===== src/rtl/cpu_pkg.sv =====
// Shared CPU definitions: opcode constants, the NOP encoding and the fetch FSM state type.
package cpu_pkg;

    localparam int unsigned INSTR_W = 32;
    localparam int unsigned OPC_W   = 4;

    // Opcode lives in the top nibble of every instruction word.
    localparam int unsigned OPC_MSB = INSTR_W - 1;
    localparam int unsigned OPC_LSB = INSTR_W - OPC_W;

    localparam logic [OPC_W-1:0]   OPC_NOP   = 4'b0000;
    localparam logic [INSTR_W-1:0] NOP_INSTR = 32'h0000_0000;

    typedef enum logic [1:0] {
        F_REQ  = 2'd0,
        F_WAIT = 2'd1,
        F_HOLD = 2'd2
    } fetch_state_e;

endpackage


===== src/rtl/fetch_hold_buf.sv =====
// One-entry skid buffer holding an instruction word and its PC while IF/ID is stalled.
// Ports:
//   clk, rst_n          clock, synchronous active-low reset
//   load                capture load_instr/load_pc and mark the entry valid
//   clear               empty the entry (wins over load)
//   load_instr/load_pc  word and PC to capture
//   valid/instr/pc      current entry contents
module fetch_hold_buf
    import cpu_pkg::*;
#(
    parameter int unsigned ADDR_W = 32
) (
    input  logic               clk,
    input  logic               rst_n,
    input  logic               load,
    input  logic               clear,
    input  logic [INSTR_W-1:0] load_instr,
    input  logic [ADDR_W-1:0]  load_pc,
    output logic               valid,
    output logic [INSTR_W-1:0] instr,
    output logic [ADDR_W-1:0]  pc
);

    logic               valid_q, valid_d;
    logic [INSTR_W-1:0] instr_q, instr_d;
    logic [ADDR_W-1:0]  pc_q,    pc_d;

    // Next-entry selection; clear has priority over load.
    always_comb begin
        valid_d = valid_q;
        instr_d = instr_q;
        pc_d    = pc_q;
        if (clear) begin
            valid_d = 1'b0;
        end else if (load) begin
            valid_d = 1'b1;
            instr_d = load_instr;
            pc_d    = load_pc;
        end
    end

    // Entry registers.
    always_ff @(posedge clk) begin
        if (!rst_n) begin
            valid_q <= 1'b0;
            instr_q <= '0;
            pc_q    <= '0;
        end else begin
            valid_q <= valid_d;
            instr_q <= instr_d;
            pc_q    <= pc_d;
        end
    end

    assign valid = valid_q;
    assign instr = instr_q;
    assign pc    = pc_q;

endmodule


===== src/rtl/fetch_unit.sv =====
// Instruction-fetch stage: owns the PC, reads instruction memory over a req/ready + valid
// handshake (one request outstanding), and loads the IF/ID register consumed by the decoder.
// Stalls hold IF/ID (an arriving word parks in a hold buffer); redirects reload the PC,
// insert a NOP into IF/ID and drop any in-flight wrong-path response.
// Optional build macro: FETCH_PERF_CNT_EN adds perf_fetched / perf_squashed counters.
// Ports:
//   clk, rst_n                         clock, synchronous active-low reset
//   imem_req/imem_ready/imem_addr      read request channel (req held until ready)
//   imem_valid/imem_rdata              read response, one pulse per accepted request
//   stall                              IF/ID must hold this cycle
//   redirect/redirect_pc               restart fetch at redirect_pc, squash younger work
//   IFIDInstruction/IFIDPC/IFIDValid   IF/ID register outputs
//   perf_fetched/perf_squashed         (FETCH_PERF_CNT_EN only) event counters
module fetch_unit
    import cpu_pkg::*;
#(
    parameter int unsigned       ADDR_W   = 32,
    parameter logic [ADDR_W-1:0] RESET_PC = '0
) (
    input  logic               clk,
    input  logic               rst_n,
    output logic               imem_req,
    input  logic               imem_ready,
    output logic [ADDR_W-1:0]  imem_addr,
    input  logic               imem_valid,
    input  logic [INSTR_W-1:0] imem_rdata,
    input  logic               stall,
    input  logic               redirect,
    input  logic [ADDR_W-1:0]  redirect_pc,
    output logic [INSTR_W-1:0] IFIDInstruction,
    output logic [ADDR_W-1:0]  IFIDPC,
    output logic               IFIDValid
`ifdef FETCH_PERF_CNT_EN
    ,
    output logic [31:0]        perf_fetched,
    output logic [31:0]        perf_squashed
`endif
);

    fetch_state_e       state_q, state_d;
    logic [ADDR_W-1:0]  pc_q, pc_d;
    logic               drop_q, drop_d;
    logic [INSTR_W-1:0] ifid_instr_q, ifid_instr_d;
    logic [ADDR_W-1:0]  ifid_pc_q, ifid_pc_d;
    logic               ifid_valid_q, ifid_valid_d;

    logic               hb_load, hb_clear, hb_valid;
    logic [INSTR_W-1:0] hb_instr;
    logic [ADDR_W-1:0]  hb_pc;

    logic               deliver;
    logic [INSTR_W-1:0] deliver_instr;
    logic [ADDR_W-1:0]  deliver_pc;
    logic [ADDR_W-1:0]  word_pc;

    // PC was bumped when the request was accepted, so the returning word belongs to PC-1.
    // A redirect between issue and return always sets the drop flag, so this never
    // has to name a redirected PC.
    assign word_pc = ADDR_W'(pc_q - 1'b1);

    fetch_hold_buf #(
        .ADDR_W (ADDR_W)
    ) u_hold_buf (
        .clk        (clk),
        .rst_n      (rst_n),
        .load       (hb_load),
        .clear      (hb_clear),
        .load_instr (imem_rdata),
        .load_pc    (word_pc),
        .valid      (hb_valid),
        .instr      (hb_instr),
        .pc         (hb_pc)
    );

    // Next-state, PC, drop flag and IF/ID selection. Redirect outranks stall and delivery.
    always_comb begin
        state_d       = state_q;
        pc_d          = pc_q;
        drop_d        = drop_q;
        ifid_instr_d  = ifid_instr_q;
        ifid_pc_d     = ifid_pc_q;
        ifid_valid_d  = ifid_valid_q;
        hb_load       = 1'b0;
        hb_clear      = 1'b0;
        deliver       = 1'b0;
        deliver_instr = NOP_INSTR;
        deliver_pc    = ifid_pc_q;

        if (redirect) begin
            pc_d         = redirect_pc;
            hb_clear     = 1'b1;
            ifid_instr_d = NOP_INSTR;
            ifid_valid_d = 1'b0;
            unique case (state_q)
                F_REQ: begin
                    // Request accepted this cycle is already in flight: mark it for dropping.
                    if (imem_ready) begin
                        state_d = F_WAIT;
                        drop_d  = 1'b1;
                    end
                end
                F_WAIT: begin
                    if (imem_valid) begin
                        state_d = F_REQ;
                        drop_d  = 1'b0;
                    end else begin
                        drop_d  = 1'b1;
                    end
                end
                F_HOLD:  state_d = F_REQ;
                default: state_d = F_REQ;
            endcase
        end else begin
            unique case (state_q)
                F_REQ: begin
                    if (imem_ready) begin
                        pc_d    = ADDR_W'(pc_q + 1'b1);
                        state_d = F_WAIT;
                    end
                end
                F_WAIT: begin
                    if (imem_valid) begin
                        drop_d = 1'b0;
                        if (drop_q) begin
                            state_d = F_REQ;
                        end else if (stall) begin
                            hb_load = 1'b1;
                            state_d = F_HOLD;
                        end else begin
                            deliver       = 1'b1;
                            deliver_instr = imem_rdata;
                            deliver_pc    = word_pc;
                            state_d       = F_REQ;
                        end
                    end
                end
                F_HOLD: begin
                    if (!stall) begin
                        hb_clear = 1'b1;
                        state_d  = F_REQ;
                        if (hb_valid) begin
                            deliver       = 1'b1;
                            deliver_instr = hb_instr;
                            deliver_pc    = hb_pc;
                        end
                    end
                end
                default: state_d = F_REQ;
            endcase

            // Unstalled IF/ID takes the delivered word or a bubble; PC stays with the last real word.
            if (!stall) begin
                ifid_instr_d = deliver_instr;
                ifid_pc_d    = deliver_pc;
                ifid_valid_d = deliver;
            end
        end
    end

    // Fetch state, PC, drop flag and IF/ID registers.
    always_ff @(posedge clk) begin
        if (!rst_n) begin
            state_q      <= F_REQ;
            pc_q         <= RESET_PC;
            drop_q       <= 1'b0;
            ifid_instr_q <= NOP_INSTR;
            ifid_pc_q    <= '0;
            ifid_valid_q <= 1'b0;
        end else begin
            state_q      <= state_d;
            pc_q         <= pc_d;
            drop_q       <= drop_d;
            ifid_instr_q <= ifid_instr_d;
            ifid_pc_q    <= ifid_pc_d;
            ifid_valid_q <= ifid_valid_d;
        end
    end

    // Request is a decode of the state register, suppressed while reset is asserted.
    assign imem_req        = rst_n && (state_q == F_REQ);
    assign imem_addr       = pc_q;
    assign IFIDInstruction = ifid_instr_q;
    assign IFIDPC          = ifid_pc_q;
    assign IFIDValid       = ifid_valid_q;

`ifdef FETCH_PERF_CNT_EN
    logic [31:0] perf_fetched_q,  perf_fetched_d;
    logic [31:0] perf_squashed_q, perf_squashed_d;
    logic        squash;

    // A squash is a response dropped by the flag or in a redirect cycle, or a flushed hold entry.
    always_comb begin
        squash          = ((state_q == F_WAIT) && imem_valid && (drop_q || redirect))
                          || (redirect && hb_valid);
        perf_fetched_d  = perf_fetched_q  + 32'(deliver);
        perf_squashed_d = perf_squashed_q + 32'(squash);
    end

    // Counter registers, free-running with natural wrap.
    always_ff @(posedge clk) begin
        if (!rst_n) begin
            perf_fetched_q  <= '0;
            perf_squashed_q <= '0;
        end else begin
            perf_fetched_q  <= perf_fetched_d;
            perf_squashed_q <= perf_squashed_d;
        end
    end

    assign perf_fetched  = perf_fetched_q;
    assign perf_squashed = perf_squashed_q;
`endif

endmodule

===== config.mk =====
export PLATFORM = sky130hd
export DESIGN_NAME = fetch_unit
export DESIGN_NICKNAME = d
export VERILOG_FILES = /design/src/rtl/cpu_pkg.sv /design/src/rtl/fetch_hold_buf.sv /design/src/rtl/fetch_unit.sv
export SDC_FILE = /design/constraint.sdc
export NUM_CORES = 1
export LEC_CHECK = 0
export ABC_AREA = 0
export ABC_CLOCK_PERIOD_IN_PS = 3400
export CORE_MARGIN = 10
export CORE_UTILIZATION = 30
export DETAILED_ROUTE_END_ITERATION = 10
export PLACE_DENSITY = 0.61
export SYNTH_ARGS = -nofsm -noshare
export SYNTH_HDL_FRONTEND = slang
export SYNTH_HIERARCHICAL = 1
export SYNTH_SLANG_ARGS = --single-unit

===== constraint.sdc =====
create_clock -name clk -period 3.4 [get_ports clk]
set_clock_uncertainty 0.15 [all_clocks]
set_input_delay 0.34 -clock clk [delete_from_list [all_inputs] [get_ports clk]]
set_output_delay 0.34 -clock clk [all_outputs]
set_load 0.02 [all_outputs]

==> flow_summary.ini, run 1 <==
[clocking]
cts_resized = 0
h-tree-depth = 4
clk_pin_slew_ps = 70
clk_latency_ps = 420
hold_buffers = 0
cts-root-buf = clkbuf_16
cts_tree = built
cts_buffers = 17
cts_buffer_depth = 2
cts_sinks = 165
cts_setup_buffers = 0

[cells_and_area]
area_growth_pct = 29.7
register_area_mm2 = 0.00330
drive_gt1_frac = 0.0670
multi_input_area_mm2 = 0.00432
final_nets = 1168
final_cells = 1447
fill_cells = 2687
final_common_cell = clkdlybuf4s50_1
layout_common_cells = clkdlybuf4s50_1 (166), dfxtp_1 (165), nand2_1 (159)

[placed_design]
place_inst = 1415
numPortBuffers = 167
gp_congestion = 0.897
hpwl_mm = 17.8

[yosys]
syn_inst = 971
synth_fp_nets = 1046
synth_edf_count = 0
synth.distinct_cells = 55
ys.flop_type = dfxtp_1
ys_ff_latch = 165
synth.avg_cell_area_um2 = 8.45
synth-async-reset-ratio = 0
yosysWarningCount = 6
yosysSeqAreaShare = 0.403
synth_area_mm2 = 0.00820

[routing]
vias = 7319
drcViolationCount = 0
drt_iter0_drc = 564
wl_per_cell_um = 17.5
vias_per_cell = 5.06
dr.pass1.iters = 5
routed_wl_mm = 25.4
detail-route-antenna-nets = 0

[sta]
fin_tns_setup_ps = 0
fmax_mhz = 361
relSlewSlack = 0.432
finalHoldViolCount = 0
finalCriticalPeriod_ps = 2770
worst_slew_pin_slew_ps = 845
setup_viol = 0
rsz0062_at_grt = false
slew_viol_final = 0
fin_crit_sh = 0.814

[die]
core_mm2 = 0.0270
io_pins = 168
fp.dieH_um = 185
initial_core_util = 0.304
die-area_mm2 = 0.0344
die_w_um = 185
rows = 60

[global_routing]
grt_pass1_vias = 7073
grt_max_degree = 73
grt_pass1_wl_mm = 40.2
antenna_found_initial = 2
track_usage = 0.146
grt_overflow = 0

[run]
maxCapViolations = 0

[setup_path]
worstPathCellList = inv_1, ha_1, nor4b_1, nand4_1, or3b_2, xor2_1, inv_1, nand2_1, mux2i_1
critPathArrivalTime_ps = 2920
crit_slowest_cell = or3b_2
end_kind = register
crit_family = simple AND/OR/NAND/NOR gates
critical_path_buf_inv_count = 2
cp-start-kind = register
crit_required_ps = 3550
critical_path.max_stage_delay_ps = 550
cp_max_fo = 7
path_common_cell = inv_1
path_class = register to register

[power]
pwr_density_cell_mw_per_mm2 = 439
p_leak_nw = 3.68
ir_worst_vdd_uv = 282

[status]
status = finished clean

[hold_path]
min_path_type = input pin to register
## layout make-up
type	instances	area share
clock buffers	19	0.0426
clock inverters	12	0.0136
multi-input cells	688	0.406
inverters	30	0.0106
diodes	1	0.000235
flip-flops and latches	165	0.311
repair buffers	191	0.176
well taps	341	0.0401
## per-layer routing
layer / GRT usage / part of all wire / up-vias
li1: - / - / 3635
met1: 0.196 / 0.47 / 3458
met2: 0.216 / 0.43 / 207
met3: 0.0527 / 0.093 / 17
met4: 0.0367 / 0.010 / 2
met5: 0 / 0.00059 / -
## cells by family after synthesis
family / after synthesis / share of synthesized area
simple gates: 362 / 0.210
flops: 165 / 0.403
xor+xnor: 57 / 0.0609
buf+inv: 118 / 0.0720
mux: 74 / 0.0908
fa+ha+maj: 5 / 0.00763
compound gates: 190 / 0.156
## worst register-to-register path, cell delays in order, from the launching register on
cell and delay, ps:
dfxtp_1 370, inv_1 130, ha_1 230, nor4b_1 530, nand4_1 290, or3b_2 550, xor2_1 210, inv_1 60
nand2_1 60, mux2i_1 70
## path summary, 6_finish.rpt
check,startpoint,endpoint,slack (ps),cells past startpoint
setup reg to reg,imem_addr[0],u_hold_buf/pc[20],630,9
hold / removal,rst_n,u_hold_buf/pc[15],270,3
setup / recovery,imem_addr[0],u_hold_buf/pc[20],630,9
hold reg to reg,u_hold_buf/pc[4],u_hold_buf/pc[4],310,2
## Yosys cell counts, types with 2 or more instances
cell type | count | area share
dfxtp_1 | 165 | 0.40
nand2_1 | 159 | 0.073
mux2i_1 | 71 | 0.087
nor2_1 | 66 | 0.030
clkbuf_1 | 59 | 0.027
o21ai_0 | 41 | 0.025
xnor2_1 | 37 | 0.040
a22o_1 | 32 | 0.034
a22oi_1 | 32 | 0.029
a21oi_1 | 31 | 0.019
inv_1 | 29 | 0.013
nor3_1 | 20 | 0.012
xor2_1 | 20 | 0.021
nand3_1 | 19 | 0.012
nor4_1 | 19 | 0.014
nor2b_1 | 16 | 0.012
nand4_1 | 15 | 0.011
a31oi_1 | 14 | 0.011
buf_2 | 14 | 0.0085
o22ai_1 | 14 | 0.011
a211oi_1 | 7 | 0.0064
buf_12 | 7 | 0.017
nand2b_1 | 7 | 0.0053
and4_1 | 6 | 0.0064
a41o_1 | 5 | 0.0061
ha_1 | 5 | 0.0076
o2111ai_1 | 5 | 0.0053
or2_2 | 5 | 0.0038
and3_1 | 4 | 0.0031
buf_1 | 4 | 0.0018
or4_1 | 4 | 0.0037
and2_1 | 3 | 0.0023
mux2_2 | 3 | 0.0041
nor3b_1 | 3 | 0.0027
nor4b_1 | 3 | 0.0032
or4_4 | 3 | 0.0041
buf_4 | 2 | 0.0018
nand3b_1 | 2 | 0.0018
o211ai_1 | 2 | 0.0018
o21a_1 | 2 | 0.0018
or3_1 | 2 | 0.0015
## sequential cells by signal, indices dropped and copies added (netlist names)
| name | count |
|---|---|
| IFIDInstruction | 32 |
| drop_q | 1 |
| IFIDPC | 32 |
| u_hold_buf/valid | 1 |
| IFIDValid | 1 |
| state_q | 2 |
| imem_addr | 32 |
| u_hold_buf/pc | 32 |
| u_hold_buf/instr | 32 |
## power breakdown
part           switching, mW  internal [mW]  leakage, nW
Clock                  0.847           1.13        0.292
Sequential            0.0647           1.98         1.34
Combinational          0.362          0.281         2.05
Total                   1.27           3.39         3.68
## per-stage QoR
stage | hold WS, ps | total power, mW | instance area, um2 | util | setup WS [ps]
6_report | 271 | 4.66 | 10600 | 0.395 | 631
5_1_grt | 286 | 4.87 | 10600 | 0.395 | 405
4_1_cts | 249 | 4.72 | 10600 | 0.395 | 595
3_5_place_dp | 296 | 2.73 | 10000 | 0.372 | 520
3_3_place_gp | 288 | 2.72 | 10000 | 0.372 | 568
2_1_floorplan | 280 | 2.45 | 8200 | - | 846
Note: power is estimated with default switching activity, not from simulation.
==> inputs of run 2 (changes only) <==
--- a/config.mk
+++ b/config.mk
@@ -6,7 +6,7 @@
 export NUM_CORES = 1
 export LEC_CHECK = 0
 export ABC_AREA = 0
-export ABC_CLOCK_PERIOD_IN_PS = 3400
+export ABC_CLOCK_PERIOD_IN_PS = 2610
 export CORE_MARGIN = 10
 export CORE_UTILIZATION = 30
 export DETAILED_ROUTE_END_ITERATION = 10
==> constraint.sdc (replaced) <==
create_clock -name clk -period 2.61 [get_ports clk]
set_clock_uncertainty 0.15 [all_clocks]
set_input_delay 0.261 -clock clk [delete_from_list [all_inputs] [get_ports clk]]
set_output_delay 0.261 -clock clk [all_outputs]
set_load 0.02 [all_outputs]
==> run 2 against run 1 <==
Cell count grew 2.3%. Combinational power grew 45%. Largest power group is now clock. Clock power grew 38%. Register-to-register slack lost 540 ps. Sequential cell count is the same. Wire length grew 4.5%. Critical path depth shrank 2. Fmax grew 10%. Via count grew 2.8%.
==> flow_summary.ini, run 2 (synthesis gave the netlist of run 1 again) <==
[status]
status = finished clean

[setup_path]
critical_path.max_stage_delay_ps = 550
path_common_cell = or4_4
worstSetupStartpoint = imem_addr[5]
path_class = register to register
cp_max_fo = 3
crit_slowest_cell = or4_4
r2r_start = imem_addr[5]
end_kind = register
cp-start-kind = register
critical_path_buf_inv_count = 1
crit_family = simple AND/OR/NAND/NOR gates
worstPathCellList = or4_4, or4b_4, or4_4, xor2_2, inv_1, nand2_1, mux2i_1
crit_required_ps = 2810
critPathArrivalTime_ps = 2710

[clocking]
cts-root-buf = clkbuf_16
cts_sinks = 165
cts_tree = built
cts_buffers = 17
cts_buffer_depth = 2
hold_buffers = 0
clk_pin_slew_ps = 70
clk_latency_ps = 430
h-tree-depth = 4

[hold_path]
min_path_type = input pin to register
hp-start = rst_n

[die]
die-area_mm2 = 0.0344
die_w_um = 185
initial_core_util = 0.304
core_mm2 = 0.0270
fp.dieH_um = 185
rows = 60
io_pins = 168

[placed_design]
place_inst = 1446
numPortBuffers = 167
gp_congestion = 0.914
hpwl_mm = 18.5
place_ws_ps = 91.8

[routing]
drt_iter0_drc = 679
route.met3.wl_mm = 2.58
wl_met2_mm = 11.3
vias_per_cell = 5.08
dr.max_layer_used = met5
routed_wl_mm = 26.5
drcViolationCount = 0
wl_per_cell_um = 17.9
detail-route-antenna-nets = 0
vias = 7527
dr.pass1.iters = 7
wl_met1_mm = 12.3

[cells_and_area]
area_growth_pct = 33.4
final_cells = 1481
fill_cells = 2654
multi_input_area_mm2 = 0.00433
drive_gt1_frac = 0.0950
final_common_cell = clkdlybuf4s50_1
layout_common_cells = clkdlybuf4s50_1 (166), dfxtp_1 (165), nand2_1 (159)
register_area_mm2 = 0.00330
final_nets = 1200

[sta]
relSlewSlack = 0.357
worst_hold_slack_ps = 252
finalHoldViolCount = 0
setup_viol = 0
fmax_mhz = 397
worst_slew_pin_slew_ps = 965
fin_crit_sh = 0.965
finalCriticalPeriod_ps = 2520
slew_viol_final = 0
setup_ws_ps = 92.3

[power]
p_leak_nw = 3.85
p_sw_frac = 0.267
p_total_mw = 6.31
p_comb_frac = 0.148
power_frac_clock = 0.435
ir_worst_vdd_uv = 369
pwr_density_cell_mw_per_mm2 = 576
p_int_mw = 4.63
p_seq_frac = 0.418
p_switching_mw = 1.68

[run]
maxCapViolations = 0

[global_routing]
track_usage = 0.150
grt_pass1_wl_mm = 40.9
grt_max_degree = 100
grt_pass1_vias = 7131
grt_overflow = 0
antenna_found_initial = 4
run 2: changes by cell type in the layout (fill, tap and decap cells not counted), sizes merged:
cell and change:
buf +32, bufinv +2, clkbuf -1, clkinv -5, clkinvlp +4, diode +2
run 2: final timing paths:
| kind | to | slack [ps] | cells after the start |
|---|---|---|---|
| setup / recovery | u_hold_buf/pc[29] | 90 | 7 |
| hold / removal | u_hold_buf/pc[14] | 250 | 4 |
| setup reg to reg | u_hold_buf/pc[29] | 90 | 7 |
| hold reg to reg | u_hold_buf/pc[18] | 310 | 2 |
run 2: power by group through the flow:
stage               sequential (mW)  combinational, mW  clock [mW]
floorplan                      2.73              0.456           0
global placement               2.69              0.920           0
detailed placement             2.69              0.922           0
CTS                            2.63              0.928        2.82
global route                   2.64               1.01        2.91
finish                         2.63              0.931        2.74
run 2: layout make-up:
| type | instances | area share |
|---|---|---|
| multi-input combinational | 688 | 0.396 |
| inverter | 30 | 0.0103 |
| sequential | 165 | 0.302 |
| clock inverter | 13 | 0.0178 |
| antenna | 3 | 0.000686 |
| timing repair buffer | 223 | 0.194 |
| tap | 341 | 0.0390 |
| clock buffer | 18 | 0.0401 |
run 2: metrics by stage:
| stage | area, um2 | util | TNS [ps] |
|---|---|---|---|
| after floorplan | 8200 | - | 0 |
| after global placement | 10300 | 0.381 | 0 |
| after detailed placement | 10300 | 0.381 | 0 |
| after CTS | 10900 | 0.405 | 0 |
| after global routing | 10900 | 0.406 | -7.53 |
| final | 10900 | 0.406 | 0 |
run 2: what timing repair did:
| action | in CTS | in global routing |
|---|---|---|
| resized for setup | 0 | 2 |
| endpoints found under the setup margin | 0 | 4 |
| setup buffers | 0 | 1 |
run 2: worst min-delay path, delay by kind of cell:
family | cells | cell delay, ps
simple gates | 1 | 100
mux | 1 | 50
buf+inv | 2 | 350
run 2: per-layer routing:
metal  vias to the layer above  GRT usage
met2                       255      0.222
met3                        27     0.0533
li1                       3699          -
met1                      3544      0.201
met5                         -          0
met4                         2     0.0384
